<file path="src/rtl/ace_ar_arbiter.sv">
// Round-robin AR arbiter sharing one downstream ACE read port; R beats routed back by ID prefix.
// Optional per-master outstanding-read cap: define AR_ARB_OUTSTANDING_LIMIT_EN.
module ace_ar_arbiter #(
    parameter int NUM_MASTERS     = 4,
    parameter int ID_WIDTH        = 4,
    parameter int ADDR_WIDTH      = 32,
    parameter int DATA_WIDTH      = 64,
    parameter int MAX_OUTSTANDING = 4,
    localparam int IDX_W          = $clog2(NUM_MASTERS),
    localparam int P              = ID_WIDTH + ADDR_WIDTH + 21
) (
    input  logic                            aclk,
    input  logic                            arst,
    input  logic [NUM_MASTERS-1:0]          s_ar_valid,
    output logic [NUM_MASTERS-1:0]          s_ar_ready,
    input  logic [NUM_MASTERS*P-1:0]        s_ar_payload,
    output logic                            m_ar_valid,
    input  logic                            m_ar_ready,
    output logic [P+IDX_W-1:0]              m_ar_payload,
    input  logic                            m_r_valid,
    output logic                            m_r_ready,
    input  logic [IDX_W+ID_WIDTH-1:0]       m_r_id,
    input  logic [DATA_WIDTH-1:0]           m_r_data,
    input  logic [3:0]                      m_r_resp,
    input  logic                            m_r_last,
    output logic [NUM_MASTERS-1:0]          s_r_valid,
    input  logic [NUM_MASTERS-1:0]          s_r_ready,
    output logic [ID_WIDTH-1:0]             s_r_id,
    output logic [DATA_WIDTH-1:0]           s_r_data,
    output logic [3:0]                      s_r_resp,
    output logic                            s_r_last,
    output logic                            route_err
);

    localparam int unsigned NM = NUM_MASTERS;

    if (NUM_MASTERS < 2 || NUM_MASTERS > 8 || MAX_OUTSTANDING < 1 || MAX_OUTSTANDING > 15)
    begin : g_param_range
        $error("ace_ar_arbiter: parameter out of range");
    end

    typedef enum logic {IDLE, BUSY} state_e;

    state_e                 state_q, state_d;
    logic [IDX_W-1:0]       rr_ptr_q, rr_ptr_d;
    logic                   m_ar_valid_q, m_ar_valid_d;
    logic [P+IDX_W-1:0]     m_ar_payload_q, m_ar_payload_d;
    logic                   route_err_q, route_err_d;

    logic [NUM_MASTERS-1:0] eligible;
    logic                   any_eligible;
    logic                   found_hi;
    logic [IDX_W-1:0]       win_hi, win_lo, winner;
    logic [P-1:0]           sel_payload;
    logic [IDX_W-1:0]       r_idx;
    logic                   r_idx_ok;
    logic                   r_sel_ready;

`ifdef AR_ARB_OUTSTANDING_LIMIT_EN
    localparam logic [3:0] MAX_CNT = 4'(MAX_OUTSTANDING);

    logic [3:0] outst_q [NUM_MASTERS];
    logic [3:0] outst_d [NUM_MASTERS];

    always_comb begin : elig_mask
        eligible = '0;
        for (int unsigned i = 0; i < NM; i++) begin
            eligible[i] = s_ar_valid[i] && (outst_q[i] != MAX_CNT);
        end
    end

    // Grant and RLAST in the same cycle cancel; never wrap below zero.
    always_comb begin : outst_next
        for (int unsigned i = 0; i < NM; i++) begin
            outst_d[i] = outst_q[i];
            if (s_ar_ready[i] && !(s_r_valid[i] && m_r_ready && m_r_last)) begin
                outst_d[i] = outst_q[i] + 4'd1;
            end else if (!s_ar_ready[i] && s_r_valid[i] && m_r_ready && m_r_last
                         && outst_q[i] != 4'd0) begin
                outst_d[i] = outst_q[i] - 4'd1;
            end
        end
    end

    always_ff @(posedge aclk) begin
        for (int unsigned i = 0; i < NM; i++) begin
            if (arst) outst_q[i] <= '0;
            else      outst_q[i] <= outst_d[i];
        end
    end
`else
    always_comb begin : elig_mask
        eligible = s_ar_valid;
    end
`endif

    // First eligible index at or above rr_ptr, else the lowest eligible (wrap).
    always_comb begin : arbitrate
        any_eligible = 1'b0;
        found_hi     = 1'b0;
        win_hi       = '0;
        win_lo       = '0;
        for (int unsigned i = 0; i < NM; i++) begin
            if (eligible[i]) begin
                if (!any_eligible) win_lo = IDX_W'(i);
                if (!found_hi && i >= 32'(rr_ptr_q)) begin
                    win_hi   = IDX_W'(i);
                    found_hi = 1'b1;
                end
                any_eligible = 1'b1;
            end
        end
        winner      = found_hi ? win_hi : win_lo;
        sel_payload = '0;
        s_ar_ready  = '0;
        for (int unsigned i = 0; i < NM; i++) begin
            if (winner == IDX_W'(i)) begin
                sel_payload   = s_ar_payload[i*P +: P];
                s_ar_ready[i] = (state_q == IDLE) && any_eligible && !arst;
            end
        end
    end

    always_comb begin : r_route
        r_idx       = m_r_id[IDX_W+ID_WIDTH-1:ID_WIDTH];
        r_idx_ok    = (32'(r_idx) < NM);
        r_sel_ready = 1'b0;
        s_r_valid   = '0;
        for (int unsigned i = 0; i < NM; i++) begin
            if (r_idx == IDX_W'(i)) begin
                s_r_valid[i] = m_r_valid && !arst;
                r_sel_ready  = s_r_ready[i];
            end
        end
        // Unroutable beats are sunk so the downstream port cannot deadlock.
        m_r_ready = !arst && (r_idx_ok ? r_sel_ready : 1'b1);
        s_r_id    = arst ? '0 : m_r_id[ID_WIDTH-1:0];
        s_r_data  = arst ? '0 : m_r_data;
        s_r_resp  = arst ? '0 : m_r_resp;
        s_r_last  = arst ? 1'b0 : m_r_last;
    end

    always_comb begin : fsm
        state_d        = state_q;
        rr_ptr_d       = rr_ptr_q;
        m_ar_valid_d   = m_ar_valid_q;
        m_ar_payload_d = m_ar_payload_q;
        route_err_d    = route_err_q | (m_r_valid & ~r_idx_ok);
        case (state_q)
            IDLE: begin
                if (any_eligible) begin
                    m_ar_payload_d = {winner, sel_payload};
                    m_ar_valid_d   = 1'b1;
                    rr_ptr_d       = (winner == IDX_W'(NM - 1)) ? '0 : winner + IDX_W'(1);
                    state_d        = BUSY;
                end
            end
            BUSY: begin
                if (m_ar_ready) begin
                    m_ar_valid_d = 1'b0;
                    state_d      = IDLE;
                end
            end
            default: state_d = IDLE;
        endcase
    end

    always_ff @(posedge aclk) begin
        if (arst) begin
            state_q        <= IDLE;
            rr_ptr_q       <= '0;
            m_ar_valid_q   <= 1'b0;
            m_ar_payload_q <= '0;
            route_err_q    <= 1'b0;
        end else begin
            state_q        <= state_d;
            rr_ptr_q       <= rr_ptr_d;
            m_ar_valid_q   <= m_ar_valid_d;
            m_ar_payload_q <= m_ar_payload_d;
            route_err_q    <= route_err_d;
        end
    end

    assign m_ar_valid   = m_ar_valid_q;
    assign m_ar_payload = m_ar_payload_q;
    assign route_err    = route_err_q;

endmodule

</file>
<file path="config.mk">
export PLATFORM = sky130hd
export DESIGN_NAME = ace_ar_arbiter
export DESIGN_NICKNAME = d
export VERILOG_FILES = /design/src/rtl/ace_ar_arbiter.sv
export SDC_FILE = /design/constraint.sdc
export NUM_CORES = 1
export LEC_CHECK = 0
export CAP_MARGIN = 20
export CORE_AREA = 3 3 175 177
export CTS_CLUSTER_DIAMETER = 60
export DETAILED_ROUTE_END_ITERATION = 7
export DIE_AREA = 0 0 178 180
export GPL_ROUTABILITY_DRIVEN = 0
export PLACE_DENSITY = 0.61
export SYNTH_ARGS = -nofsm -noshare
export SYNTH_HDL_FRONTEND = slang
export SYNTH_SLANG_ARGS = --single-unit
</file>
<file path="constraint.sdc">
create_clock -name aclk -period 4 [get_ports aclk]
set_input_delay 0.8 -clock aclk [delete_from_list [all_inputs] [get_ports aclk]]
set_output_delay 0.8 -clock aclk [all_outputs]
set_load 0.02 [all_outputs]
</file>
==> Yosys cells after proc, flatten, opt, wreduce, memory -nomap -nowiden <==
Cells that the tools add are included.
{ "totals": {"reg_bits": 63, "word_cells": 81, "inputBits": 315, "output_inout_bits": 143} }
{ "classes": {"reduce_logical": 13, "muxes": 51, "n_bitwise": 1, "order_cmp": 3, "n_eq_ne": 8, "addsub": 1} }
{ "op_table": {"columns": ["op", "n"], "rows": [
  ["57-bit 2-to-1 mux", 4],
  ["64-bit 2-to-1 mux", 1],
  ["1-bit 2-to-1 mux", 32],
  ["2-bit 2-to-1 mux", 10],
  ["2-bit == test (second input constant)", 4],
  ["4-bit 2-to-1 mux", 2],
  ["1-bit logical AND", 6],
  ["2-bit by 1-bit == test with 1-bit output (second input constant)", 2],
  ["1-bit by 2-bit >= comparator with 1-bit output (first input constant)", 2],
  ["2-bit zero test", 2],
  ["2-bit != test (second input constant)", 2],
  ["1-bit one-hot mux with 2 select lines", 2],
  ["2-bit AND reduction", 2],
  ["1-bit zero test", 3],
  ["2-bit by 1-bit adder with 2-bit output (second input constant)", 1],
  ["2-bit >= comparator (first input constant)", 1],
  ["1-bit inverter", 1]
]} }

==> Longest topological paths before layout <==
Gate-level depths: netlist of run 1.
{ "logic_depth": {"depth_word": 19, "depth_mapped": 10, "ltp_nobuf": 7} }

==> Worst setup path after synthesis of run 1 <==
No wires, ideal clock.
{ "synth_timing": {"kind": "input to output", "start": "in s_ar_valid[2]", "end": "out s_ar_ready[1]", "slack_ns": 0.761, "stages": 9, "arrival_ns": 2.439, "required_ns": 3.200, "path_buffers": 3, "cell_sequence": "nor2b_1 a221oi_1 or2_2 ha_1 clkbuf_1 buf_2 buf_2 inv_1 nor2_1"} }
{ "synth_between": {"elab_chain_len": 6, "elab_cells_between_ends": 15, "cone_classes": "eq/ne (1); mux (12); reduce/logical (2)"} }
{ "synth_lines": {"columns": ["item", "line_no", "rtl"], "rows": [
  ["from (decl)", "14", "input logic [NUM_MASTERS-1:0] s_ar_valid,"],
  ["2-bit 2-to-1 mux / 1-bit 2-to-1 mux (equally long branches)", "104", "if (eligible[i]) begin"],
  ["2-bit 2-to-1 mux (on tied branches)", "105, 106", null],
  ["2-bit 2-to-1 mux", "104", null],
  ["2-bit 2-to-1 mux", "113", "winner = found_hi ? win_hi : win_lo;"],
  ["2-bit by 1-bit == test with 1-bit output", "117", "if (winner == IDX_W'(i)) begin"],
  ["1-bit 2-to-1 mux *", "117", null],
  ["to (decl)", "15", "output logic [NUM_MASTERS-1:0] s_ar_ready,"]
]} }
Every way passes the cells marked *; elsewhere a longest branch is shown, timed or not.

==> Final worst setup path of run 1 <==
{ "layout_timing": {"start": "in s_ar_valid[1]", "end": "out s_ar_ready[3]"} }
{ "layout_between": {"elab_chain_len": 10, "elab_cells_between_ends": 24, "cone_classes": "eq/ne (1); mux (19); reduce/logical (4)"} }
{ "layout_lines": {"columns": ["item", "line_no", "rtl"], "rows": [
  ["1-bit 2-to-1 mux", "104", null],
  ["1-bit zero test", "106", "if (!found_hi && i >= 32'(rr_ptr_q)) begin"],
  ["1-bit logical AND", "106", null],
  ["2-bit 2-to-1 mux / 1-bit 2-to-1 mux (equally long branches)", "106", null],
  ["2-bit 2-to-1 mux / 1-bit 2-to-1 mux (equally long branches)", "104", null],
  ["2-bit 2-to-1 mux", "106", null],
  ["2-bit 2-to-1 mux", "104", null],
  ["2-bit 2-to-1 mux *", "113", null],
  ["net winner[0]", "53", "logic [IDX_W-1:0] win_hi, win_lo, winner;"],
  ["2-bit == test *", "117", null],
  ["1-bit 2-to-1 mux *", "117", null]
]} }
The timed path passes the listed nets; every way through them passes the cells marked *.

==> run summary, run 1 <==
For this run the aggregate overflow at the end of global routing stands at 0. The data arrival time of the worst path is 3010 ps. The post-CTS setup buffer count is 0.

The number of buffers created by CTS is 9. The total wire length came out at between 20,000 and 30,000 um. The worst hold path terminates at m_ar_valid.

For this design, the slowest cell found on the critical path is sky130_fd_sc_hd__clkdlybuf4s50_1. The final number of max-transition violations is 0. The number of antenna violations at the first check in global routing was 6. The ratio of total power to cell area is about 330 mW/mm^2. The count of cells along the worst register-to-register path is 8. The effective utilization at floorplan came out at 0.165.

Summed over all cells, the static leakage comes to 3.94 nW. CTS built an H-tree with a depth of 3. The die covers around 0.032 mm^2. The smallest clock period supported by the final layout is computed as 3810 ps. The count of synthesis-stage warnings from yosys is 0. The sequential element share of the synthesized area is 0.260. The clock transition at the register clock pins on the worst setup and hold paths after CTS came out at 60 ps. The maximum buffer depth of the clock tree is 2. For the final database, setup skew stands at between 10 and 15 ps. The peak per-stage delay on the critical path came out at between 600 and 700 ps.

The terminus of the critical flop-to-flop path is m_ar_payload[14]. 458 I/O pins were placed. The via density per instance came out at around 4.7. The net count after synthesis is 932. Summing internal, switching and leakage power gives approximately 3.4 mW.

After synthesis, the mean cell area works out to 7.92 um^2. The overall die width is approximately 180 um. The net count reported at finish is 1,332.

TritonCTS built the clock tree. The number of enable-type register cells in the synthesized netlist is 0. The via count of the first global-routing pass came to 6,634.

The tool flagged a number of max-cap violations equal to 0. The data required time of the critical path came out at ~3200 ps. The share of the clock period used by the worst path came out at 0.953.

For this run, the total global-route usage over all layers was measured as 0.170. The run finished with clean final reports. STA classifies the critical path endpoint as an output port. In the final layout, the share of cells above drive strength 1 is 0.0432. The clock latency on the worst-skew pair came out at approximately 340 ps.

The setup TNS came out at 0 ps. sky130_fd_sc_hd__dfxtp_1 takes more of the synthesized area than any other cell. The row count is 63. The critical path is of the input port to output port type. Walking the worst path, the cells encountered are clkdlybuf4s50_1 -> a21boi_0 -> o2bb2ai_1 -> nor2_1 -> ha_2 -> inv_2 -> nor2_1 -> clkdlybuf4s50_1. The category of the worst setup path launch point is an input port. The number of hold violations in the final report is 0.

The count of antenna-violating nets left after detailed routing came out at 0. In this run the critical register-to-register path is launched from rr_ptr_q[1]. The vias after detailed routing came out at approximately 6,600.

In the synthesized netlist, the cells that appear most often are 77 x sky130_fd_sc_hd__nor2b_1, 63 x sky130_fd_sc_hd__dfxtp_1, 61 x sky130_fd_sc_hd__clkbuf_1. The worst setup slack before clock tree synthesis is just over 200 ps. The flop-to-flop setup slack came out at 1270 ps. The total buffers and inverters traversed by the critical path came out at 3. After detailed routing, the average wire length per cell comes to 20.5 um. Buffers placed on the I/O ports in this run total 456. The maximum number of pins on one net before global-route repair came out at 115.

In the routed design, unresolved DRC markers number 0. Counting instances, the worst hold path has a depth of 1. The estimated wirelength of the detail-placed design is approximately 22,000 um. By area the synthesized netlist is led by sky130_fd_sc_hd__dfxtp_1 26%, sky130_fd_sc_hd__and3b_1 10%, sky130_fd_sc_hd__a311oi_1 10%. The final standard cell utilization of the core is 0.342. The highest achievable clock rate came out at 262 MHz. The transition at the pin with the smallest max-transition slack is 797 ps. The count of final setup violators came out at 0. The core box area is between 0.02 and 0.03 mm^2.

The number of gates given a new drive strength after cts came out at 0. The synthesis-to-layout area growth is 107%. The gate count after technology mapping is 613.

Counting distinct cell types in the post-synthesis netlist gives 37. The tree is rooted in a sky130_fd_sc_hd__clkbuf_16. The minimum setup slack in the final design is about 190 ps. The quantity of hold-fixing buffers added after cts came out at 0. The number of design-rule violations left by the first detailed-router iteration is 330. The flip-flop and latch count after synthesis came out at 63. The most numerous cell in the Yosys netlist is sky130_fd_sc_hd__nor2b_1. The async set-reset flop share out of synthesis came out at 0. The first-pass GRT wire length came out at 41,900 um.

The first detailed-routing pass took 6 iterations. The maximum fanout encountered on the critical timing path is 5. The total number of clock tree sinks is 63. Among all flip-flop cells after synthesis, the most frequent one is sky130_fd_sc_hd__dfxtp_1. Across the VDD grid, the largest voltage drop is 0.178 mV. The share of synthesized area in the top cell type comes to 0.260.

The worst slew slack as a fraction of its limit is 0.469. The path category of the worst min-delay check is flop to flop. The worst hold path begins at m_ar_valid. On the final layout, the worst hold slack is 477 ps. The gate family responsible for the most delay along the worst path is buffers and inverters. The die is roughly 180 um tall. Setup repair after global routing left no endpoint under its margin.

The cell area that synthesis handed to floorplanning was around 0.0049 mm^2.
-- where the power goes --
group	switching (mW)	internal (mW)	total, mW
combinational	0.823	0.856	1.68
sequential	0.0570	0.725	0.783
clock	0.332	0.567	0.899
total	1.21	2.15	3.36
-- per-layer routing --
layer	vias to the layer above	track usage	share of wire
met2	305	0.281	0.48
met3	32	0.0581	0.098
met5	-	0	0.00045
met1	3109	0.202	0.40
li1	3136	-	-
met4	2	0.0650	0.025
-- cell type report --
cell class                 count  area, um^2
inverter                       7        26.3
fill                        3029       19300
multi-input combinational    463        3260
antenna                        5        12.5
clock buffer                  10         239
timing repair buffer         469        4670
clock inverter                 6        91.3
sequential                    63        1260
tap                          390         488
-- worst max-delay path by stage --
stage                              from             to  slack [ps]  cells past startpoint
after global placement    s_ar_valid[2]  s_ar_ready[0]         200                      8
after floorplan           s_ar_valid[2]  s_ar_ready[1]         760                      9
final                     s_ar_valid[1]  s_ar_ready[3]         190                      8
after global routing      s_ar_valid[0]  s_ar_ready[0]          20                      8
after detailed placement  s_ar_valid[2]  s_ar_ready[1]         210                      8
after CTS                 s_ar_valid[2]  s_ar_ready[1]         200                      8
-- state kept, by name, indices dropped and copies added, names as in the netlist --
signal and count:
m_ar_valid 1, rr_ptr_q 2, m_ar_payload 59, state_q 1
-- cell usage in the layout (no fill, tap or decap), types with 2 or more instances in the layout --
cell type                         synthesis  routed
sky130_fd_sc_hd__a21boi_0                 2       2
sky130_fd_sc_hd__a21o_1                  57      57
sky130_fd_sc_hd__a21oi_1                 59      59
sky130_fd_sc_hd__a311oi_1                57      57
sky130_fd_sc_hd__and3b_1                 58      58
sky130_fd_sc_hd__buf_4                    1      13
sky130_fd_sc_hd__bufinv_16                0       2
sky130_fd_sc_hd__clkbuf_16                0       9
sky130_fd_sc_hd__clkdlybuf4s50_1          0     455
sky130_fd_sc_hd__clkinv_4                 0       2
sky130_fd_sc_hd__dfxtp_1                 63      63
sky130_fd_sc_hd__diode_2                  0       5
sky130_fd_sc_hd__ha_2                     0       3
sky130_fd_sc_hd__inv_1                    6       4
sky130_fd_sc_hd__inv_2                    0       3
sky130_fd_sc_hd__nand2_1                 59      59
sky130_fd_sc_hd__nor2_1                   9       8
sky130_fd_sc_hd__nor2b_1                 77      77
sky130_fd_sc_hd__nor4_1                   2       2
sky130_fd_sc_hd__o21a_1                   2       2
sky130_fd_sc_hd__o21ai_0                  2       2
sky130_fd_sc_hd__o221ai_1                57      57
sky130_fd_sc_hd__o32ai_1                  2       2
sky130_fd_sc_hd__or2_2                    2       2
-- metrics by stage --
stage / instances / cell area [um^2]
6_report: 1413 / 10100
5_1_grt: 1413 / 10100
4_1_cts: 1408 / 10000
3_5_place_dp: 1392 / 9710
3_3_place_gp: 1392 / 9710
2_1_floorplan: 613 / 4860
-- cell families after synthesis --
logic type / after synthesis / synth area share
AO/OA/AOI/OAI: 242 / 0.375
adder cells (fa/ha/maj): 4 / 0.0103
buffers and inverters: 87 / 0.0742
flip-flops: 63 / 0.260
multiplexers: 2 / 0.00670
other: 1 / 0.000772
AND/OR/NAND/NOR: 214 / 0.274
Note: power is estimated with default switching activity, not from simulation.
==> inputs of run 2 (changes only) <==
--- a/config.mk
+++ b/config.mk
@@ -6,12 +6,13 @@
 export NUM_CORES = 1
 export LEC_CHECK = 0
 export CAP_MARGIN = 20
-export CORE_AREA = 3 3 175 177
+export CORE_AREA = 10 10 167 169
 export CTS_CLUSTER_DIAMETER = 60
 export DETAILED_ROUTE_END_ITERATION = 7
-export DIE_AREA = 0 0 178 180
+export DIE_AREA = 0 0 177 179
 export GPL_ROUTABILITY_DRIVEN = 0
-export PLACE_DENSITY = 0.61
+export HOLD_SLACK_MARGIN = 0.1
+export PLACE_DENSITY = 0.69
 export SYNTH_ARGS = -nofsm -noshare
 export SYNTH_HDL_FRONTEND = slang
 export SYNTH_SLANG_ARGS = --single-unit
==> run 2 against run 1 <==
Largest cell class unchanged. Die area fell by 1.1%. Register-to-register slack hardly changed. Fmax down 0.61%. Flip-flop and latch count stayed put. Utilization increased by 6.1 points. Critical path depth stayed put. Routed wire length rose by 8.4%. Combinational power is essentially flat. Global-route usage up 1.2 points. Cell area down 0.80%. Highest routed layer is now met4. Worst hold slack got worse by 0.63 ps.
==> run summary, run 2 (same netlist as run 1, synthesis figures left out) <==
The startpoint identified for the worst hold timing path is m_ar_valid. The worst setup path is captured at an output port. The number of flip-flops in the largest register came out at just under 60.

The number of maximum-capacitance violations came out at 0. The maximum fanout encountered on the critical timing path is 5. Detailed placement finished with a half-perimeter wire length of 24,300 um. The number of antenna violations at the first check in global routing came out at 3. Setup violations remaining at the end of the flow were counted as 0. The die height came out at 179 um.

The final number of max-transition violations is 0. The maximum clock skew at final layout is 6.45 ps. The placed standard-cell area came out at 0.00964 mm^2. The category of the worst setup path launch point is an input port. The switching power of the nets is 1.20 mW. The minimum setup slack in the final design came out at 166 ps. The internal power came out at 2.14 mW. The clock latency on the worst-skew pair is 340 ps. Measured against its own limit, the worst slew margin works out to 0.483. CTS built an H-tree with a depth of 3. The die area came out at 0.0317 mm^2.

The logic gate share of total power is 0.502. The largest voltage drop on the vdd net came out at 0.386 mV. Leaving out fill and tap cells, the most frequent cell in the layout is sky130_fd_sc_hd__clkdlybuf4s50_1. The share of the clock period used by the worst path is 0.959. The static power due to leakage is 3.93 nW. The count of antenna-violating nets left after detailed routing came out at 0. After the first detailed-routing iteration, the DRC count stood at between 200 and 300. The routed design has 31,400 um of wire.

The via count of the first global-routing pass came out at 6,591. The net switching fraction of the power came out at 0.358. Counting cells, the worst reg-to-reg path comes to 8. The data arrival time of the worst path came out at 3030 ps.

The flow ran to the end, and the final reports show no timing, DRC or antenna violations. The total global routing track utilization came out at 0.182. The core box area came out at ~0.025 mm^2.

The maximum buffer depth of the clock tree came out at 2. Input and output buffers added on the ports amount to 456. The data required time of the critical path came out at 3200 ps. Setup repair after global routing left no endpoint under its margin. The area of all placed cells without fillers is about 0.01 mm^2. The worst hold margin came out at about 480 ps. In this run, placement finished with an instance count of 1,332. The fraction of final layout cells sized beyond drive strength 1 came out at 0.0432.

The clock tree root buffer cell is sky130_fd_sc_hd__clkbuf_16. The ratio of total power to cell area is 335 mW/mm^2. In the layout the commonest cells are 455 x sky130_fd_sc_hd__clkdlybuf4s50_1, 77 x sky130_fd_sc_hd__nor2b_1, 63 x sky130_fd_sc_hd__dfxtp_1. The maximum number of pins on one net before global-route repair came out at 115. The number of buffers created by CTS came out at 9. The combined area of the multi-input logic cells is 0.00327 mm^2. The effective utilization at floorplan is 0.196.

The critical setup path kind is input port to output port. Derived from the worst setup path, the maximum achievable clock frequency is 261 MHz. The worst hold path belongs to the class flop to flop.

The post-CTS setup buffer count came out at 0. The clock tree from TritonCTS is built. The synthesis-to-layout area growth came out at 105%. In this run the register-to-register setup slack is 1280 ps.

Pin placement for this block handled 458 I/O pins. The overall die width came out at about 180 um. The clock drives 63 sinks. Excluding fillers, the count of instances in the completed layout stands at 1,351. The remaining design rule violation count is 0. The worst setup slack before clock tree synthesis came out at 109 ps. The transition at the pin with the smallest max-transition slack is 776 ps. The row count is 58. The clock transition at the register clock pins on the worst setup and hold paths after CTS came out at 60 ps. The net count reported at finish came out at 1,332. The relative contribution of sequential cells to total power came out at 0.235. In this run the critical register-to-register path is captured at m_ar_payload[55]. The total grt overflow is 0. The quantity of hold-fixing buffers added after cts is 0.

The vias after detailed routing is 6,607. The area of all sequential standard cells came out at 0.00126 mm^2. The number of gates given a new drive strength after cts is 0. The first global-routing pass estimated 43,800 um of wire. The first-pass iteration count of the detailed router is 5.

The shortest period the worst path allows came out at 3830 ps. The number of hold violations in the final report came out at 0. The worst min-delay path endpoint is m_ar_valid. Adding up every negative setup slack in the final design gives 0 ps. The clock share of power is 0.263. The number of filler cells placed in the layout is 2,463.

The via density per instance came out at 4.89. The worst register-to-register path begins at rr_ptr_q[1]. The hold-critical path depth is 1. The detailed-route wire length per cell is 23.2 um.
run 2: changes by cell type in the layout (fill, tap and decap cells not counted):
| cell | previous run | this run |
|---|---|---|
| sky130_fd_sc_hd__diode_2 | 5 | 3 |
| sky130_fd_sc_hd__a221oi_1 | 1 | 0 |
| sky130_fd_sc_hd__a221oi_2 | 0 | 1 |
| sky130_fd_sc_hd__clkbuf_1 | 0 | 1 |
| sky130_fd_sc_hd__clkinv_4 | 2 | 1 |
| sky130_fd_sc_hd__clkinvlp_4 | 0 | 1 |
| sky130_fd_sc_hd__inv_6 | 1 | 0 |
run 2: final cells by class:
cell class	instances	area share
repair buffers	469	0.468
multi-input cells	463	0.328
flip-flops and latches	63	0.126
well taps	330	0.0414
clock buffers	11	0.0243
clock inverters	5	0.00815
inverters	7	0.00263
diodes	3	0.000753
run 2: critical path, stage by stage:
cell                              delay (ps)
sky130_fd_sc_hd__clkdlybuf4s50_1         590
sky130_fd_sc_hd__a21boi_0                200
sky130_fd_sc_hd__o2bb2ai_1               140
sky130_fd_sc_hd__nor2_1                  280
sky130_fd_sc_hd__ha_2                    250
sky130_fd_sc_hd__inv_2                    40
sky130_fd_sc_hd__nor2_1                  110
sky130_fd_sc_hd__clkdlybuf4s50_1         620
run 2: per-stage QoR:
stage	power (mW)	util
2_1_floorplan	1.65	-
3_3_place_gp	2.47	0.389
3_5_place_dp	2.49	0.389
4_1_cts	3.40	0.403
5_1_grt	3.52	0.403
6_report	3.34	0.403
run 2: how the worst max path moves through the flow:
stage                        from  cells after the start  slack, ps             to
floorplan           s_ar_valid[2]                      9        760  s_ar_ready[1]
global placement    s_ar_valid[0]                      8        190  s_ar_ready[0]
detailed placement  s_ar_valid[0]                      8        110  s_ar_ready[0]
CTS                 s_ar_valid[0]                      8        100  s_ar_ready[0]
global route        s_ar_valid[1]                      8         40  s_ar_ready[3]
finish              s_ar_valid[1]                      8        170  s_ar_ready[3]
run 2: per-layer routing:
metal | track usage | wire, um | up-vias
li1 | - | - | 3126
met1 | 0.200 | 11900 | 3138
met2 | 0.317 | 15800 | 310
met3 | 0.0672 | 2800 | 33
met4 | 0.0651 | 852 | 0
met5 | 0 | 0 | -
run 2: power by group through the flow:
stage / combinational [mW] / sequential [mW] / clock, mW
CTS: 1.70 / 0.785 / 0.922
floorplan: 0.752 / 0.900 / 0
global route: 1.79 / 0.796 / 0.935
global placement: 1.68 / 0.794 / 0
finish: 1.68 / 0.785 / 0.880
detailed placement: 1.69 / 0.797 / 0
==> inputs of run 3 (changes only) <==
--- a/config.mk
+++ b/config.mk
@@ -6,13 +6,13 @@
 export NUM_CORES = 1
 export LEC_CHECK = 0
 export CAP_MARGIN = 20
-export CORE_AREA = 10 10 167 169
+export CORE_AREA = 10 10 170 172
 export CTS_CLUSTER_DIAMETER = 60
 export DETAILED_ROUTE_END_ITERATION = 7
-export DIE_AREA = 0 0 177 179
+export DIE_AREA = 0 0 180 182
 export GPL_ROUTABILITY_DRIVEN = 0
 export HOLD_SLACK_MARGIN = 0.1
-export PLACE_DENSITY = 0.69
+export PLACE_DENSITY = 0.67
 export SYNTH_ARGS = -nofsm -noshare
 export SYNTH_HDL_FRONTEND = slang
 export SYNTH_SLANG_ARGS = --single-unit
==> constraint.sdc (replaced) <==
create_clock -name aclk -period 3.76 [get_ports aclk]
set_input_delay 0.752 -clock aclk [delete_from_list [all_inputs] [get_ports aclk]]
set_output_delay 0.752 -clock aclk [all_outputs]
set_load 0.02 [all_outputs]
==> run 3 against run 2 <==
Utilization fell by 1.3 points. Non-clock buffer count rose by 3. Routed wire length rose by 4.1%. Via count is 0.74% higher. Worst hold slack worse by 2.9 ps. Total power rose by 5.0%. Cell area grew 0.28%. Count of clock-buffer cells in the layout shrank 2. Global-route usage grew 0.47 points. Critical path type unchanged.
==> run summary, run 3 (same netlist as run 1, synthesis figures left out) <==
Along the worst path, the maximum fanout reaches 5. The worst setup slack before clock tree synthesis came out at 47.3 ps. Setup repair after global routing left no endpoint under its margin.

The total global routing track utilization came out at 0.187. Clock skew on the completed layout was measured at between 10 and 15 ps. The most common cell after layout, fill and taps aside is sky130_fd_sc_hd__clkdlybuf4s50_1. On the final layout, the worst hold slack is 474 ps. No sink is reached through more buffers than the 2 on the longest clock path. The transition at the pin with the smallest max-transition slack is 914 ps. In the final routed layout, each cell accounts on average for 24.1 um. The startpoint identified for the worst register-to-register timing path is rr_ptr_q[1]. The total number of clock tree sinks is 63.

The later pin in the worst-skew pair is clocked with a latency of 340 ps. The final number of max-transition violations came out at 0. Dividing the final minimum period by the clock period gives 0.961. For the finished layout, the period the worst path requires is 3610 ps. The via density per instance came out at 4.90.

The vias after detailed routing is approximately 6,700. The number of ports placed on the die boundary came out at 458. In this run, the number of DRC markers left after iteration 0 of detailed routing was 358. The net count reported at finish is 1,335. The initial utilization of the core area, before any placement, comes to 0.190. The synthesis-to-layout area growth is 106%. The cell sitting at the root of the clock tree is a sky130_fd_sc_hd__clkbuf_16. The ratio of total power to cell area came out at 351 mW/mm^2. The number of antenna violations at the first check in global routing was 2. The core box area came out at between 0.02 and 0.03 mm^2. The setup TNS is 0 ps. After floorplanning, the core was divided into 59 placement rows. The path category of the worst min-delay check is flop to flop. The total grt overflow came out at 0. For this run, design rule violations remaining after detail routing come to 0.

TritonCTS built the clock tree. After layout, the worst setup slack is between 100 and 150 ps. The clock transition at the register clock pins on the worst setup and hold paths after CTS came out at 60 ps. Across the run, the number of max-cap violations was 0. Measured in cells, the most critical reg-to-reg path has a length of 8.

The detail route stage leaves a number of antenna-violating nets equal to 0. The die height came out at 182 um. The fraction of final layout cells sized beyond drive strength 1 came out at 0.0480. The critical path is of the input port to output port type. The number of flip-flops in the largest register is 59.

The data arrival time of the worst path is roughly 2900 ps. The worst slew slack as a fraction of its limit is 0.391. For this run, the top clock speed supported by timing is 277 MHz. The number of hold buffers added after CTS was 0. The overall die width came out at 180 um. The via count of the first global-routing pass was 6,938. The hold-critical path depth came out at 1. The endpoint type of the worst setup path is an output port. The final standard cell utilization of the core came out at 0.390. The endpoint identified for the worst register-to-register timing path is m_ar_payload[15]. The die area is ~0.033 mm^2. The count of final setup violators is 0. The startpoint identified for the worst hold timing path is m_ar_valid. The first TritonRoute pass finished after 4 iterations. Across the VDD grid, the largest voltage drop is 0.355 mV.

The estimated wirelength of the detail-placed design came out at around 25,000 um. For this design the static power due to leakage is 3.99 nW. The total wire length came out at 32,700 um. The maximum number of pins on one net before global-route repair is 115. The run finished with clean final reports. The number of buffers created by CTS came out at 9. The data required time of the critical path is 3010 ps. The worst min-delay path endpoint is m_ar_valid. STA classifies the critical path startpoint as an input port.

The post-CTS setup buffer count came out at 0. The first-pass GRT wire length is 47,800 um. The quantity of I/O buffers inserted on ports came out at approximately 460. The clock tree synthesis step divided the H-tree into 3 levels. In the layout the commonest cells are 452 x sky130_fd_sc_hd__clkdlybuf4s50_1, 77 x sky130_fd_sc_hd__nor2b_1, 63 x sky130_fd_sc_hd__dfxtp_1. The number of hold violations in the final report was 0.

Setup slack on the worst reg-to-reg path comes out at 1050 ps.
## run 3: cell count changes in the layout (fill, tap and decap cells not counted), moves of 2 or more
cell	before	now
sky130_fd_sc_hd__buf_4	13	15
sky130_fd_sc_hd__clkdlybuf4s50_1	455	452
sky130_fd_sc_hd__inv_6	0	2
sky130_fd_sc_hd__dlymetal6s2s_1	0	3
sky130_fd_sc_hd__diode_2	3	1
## run 3: critical path, cell delays in order
cell and delay (ps):
sky130_fd_sc_hd__clkdlybuf4s50_1 580, sky130_fd_sc_hd__nor2b_1 110, sky130_fd_sc_hd__a221oi_1 310, sky130_fd_sc_hd__or2_2 210, sky130_fd_sc_hd__ha_4 150, sky130_fd_sc_hd__inv_1 40
sky130_fd_sc_hd__nor2_1 90, sky130_fd_sc_hd__clkdlybuf4s50_1 620
## run 3: through the flow
step                cell area [um^2]  total power, mW  instances
floorplan                       4860             1.76        613
global placement                9680             2.64       1340
detailed placement              9680             2.66       1340
CTS                             9980             3.56       1356
global route                   10000             3.71       1356
finish                         10000             3.51       1357
## run 3: where the power goes
part / internal, mW / total, mW / switching (mW)
clock network: 0.521 / 0.876 / 0.356
registers: 0.772 / 0.836 / 0.0641
logic: 0.916 / 1.80 / 0.881
## run 3: area by class of cell
type | count | area, um^2
Fill cell | 2626 | 15600
Timing Repair Buffer | 472 | 4710
Multi-Input combinational cell | 463 | 3270
Sequential cell | 63 | 1260
Tap cell | 335 | 419
Clock buffer | 9 | 225
Clock inverter | 7 | 80.1
Inverter | 7 | 26.3
Antenna cell | 1 | 2.50
## run 3: worst max-delay path by stage
stage	end	start	slack, ps	depth (start not counted)
after floorplan	s_ar_ready[1]	s_ar_valid[2]	620	9
after global placement	s_ar_ready[3]	s_ar_valid[1]	90	8
after detailed placement	s_ar_ready[3]	s_ar_valid[1]	50	8
after CTS	s_ar_ready[3]	s_ar_valid[1]	40	8
after global routing	s_ar_ready[1]	s_ar_valid[1]	40	8
final	s_ar_ready[1]	s_ar_valid[1]	150	8
## run 3: metal layers
layer	track usage	wire [um]	part of all wire
met5	0	0	0
met3	0.0642	2810	0.086
met2	0.336	16600	0.51
met4	0.0311	311	0.0095
met1	0.212	13000	0.40
## run 3: repair_timing
item / CTS / global route
resized for setup: 0 / 5
endpoints found under the hold margin: 0 / 0
setup endpoints to repair: 0 / 3
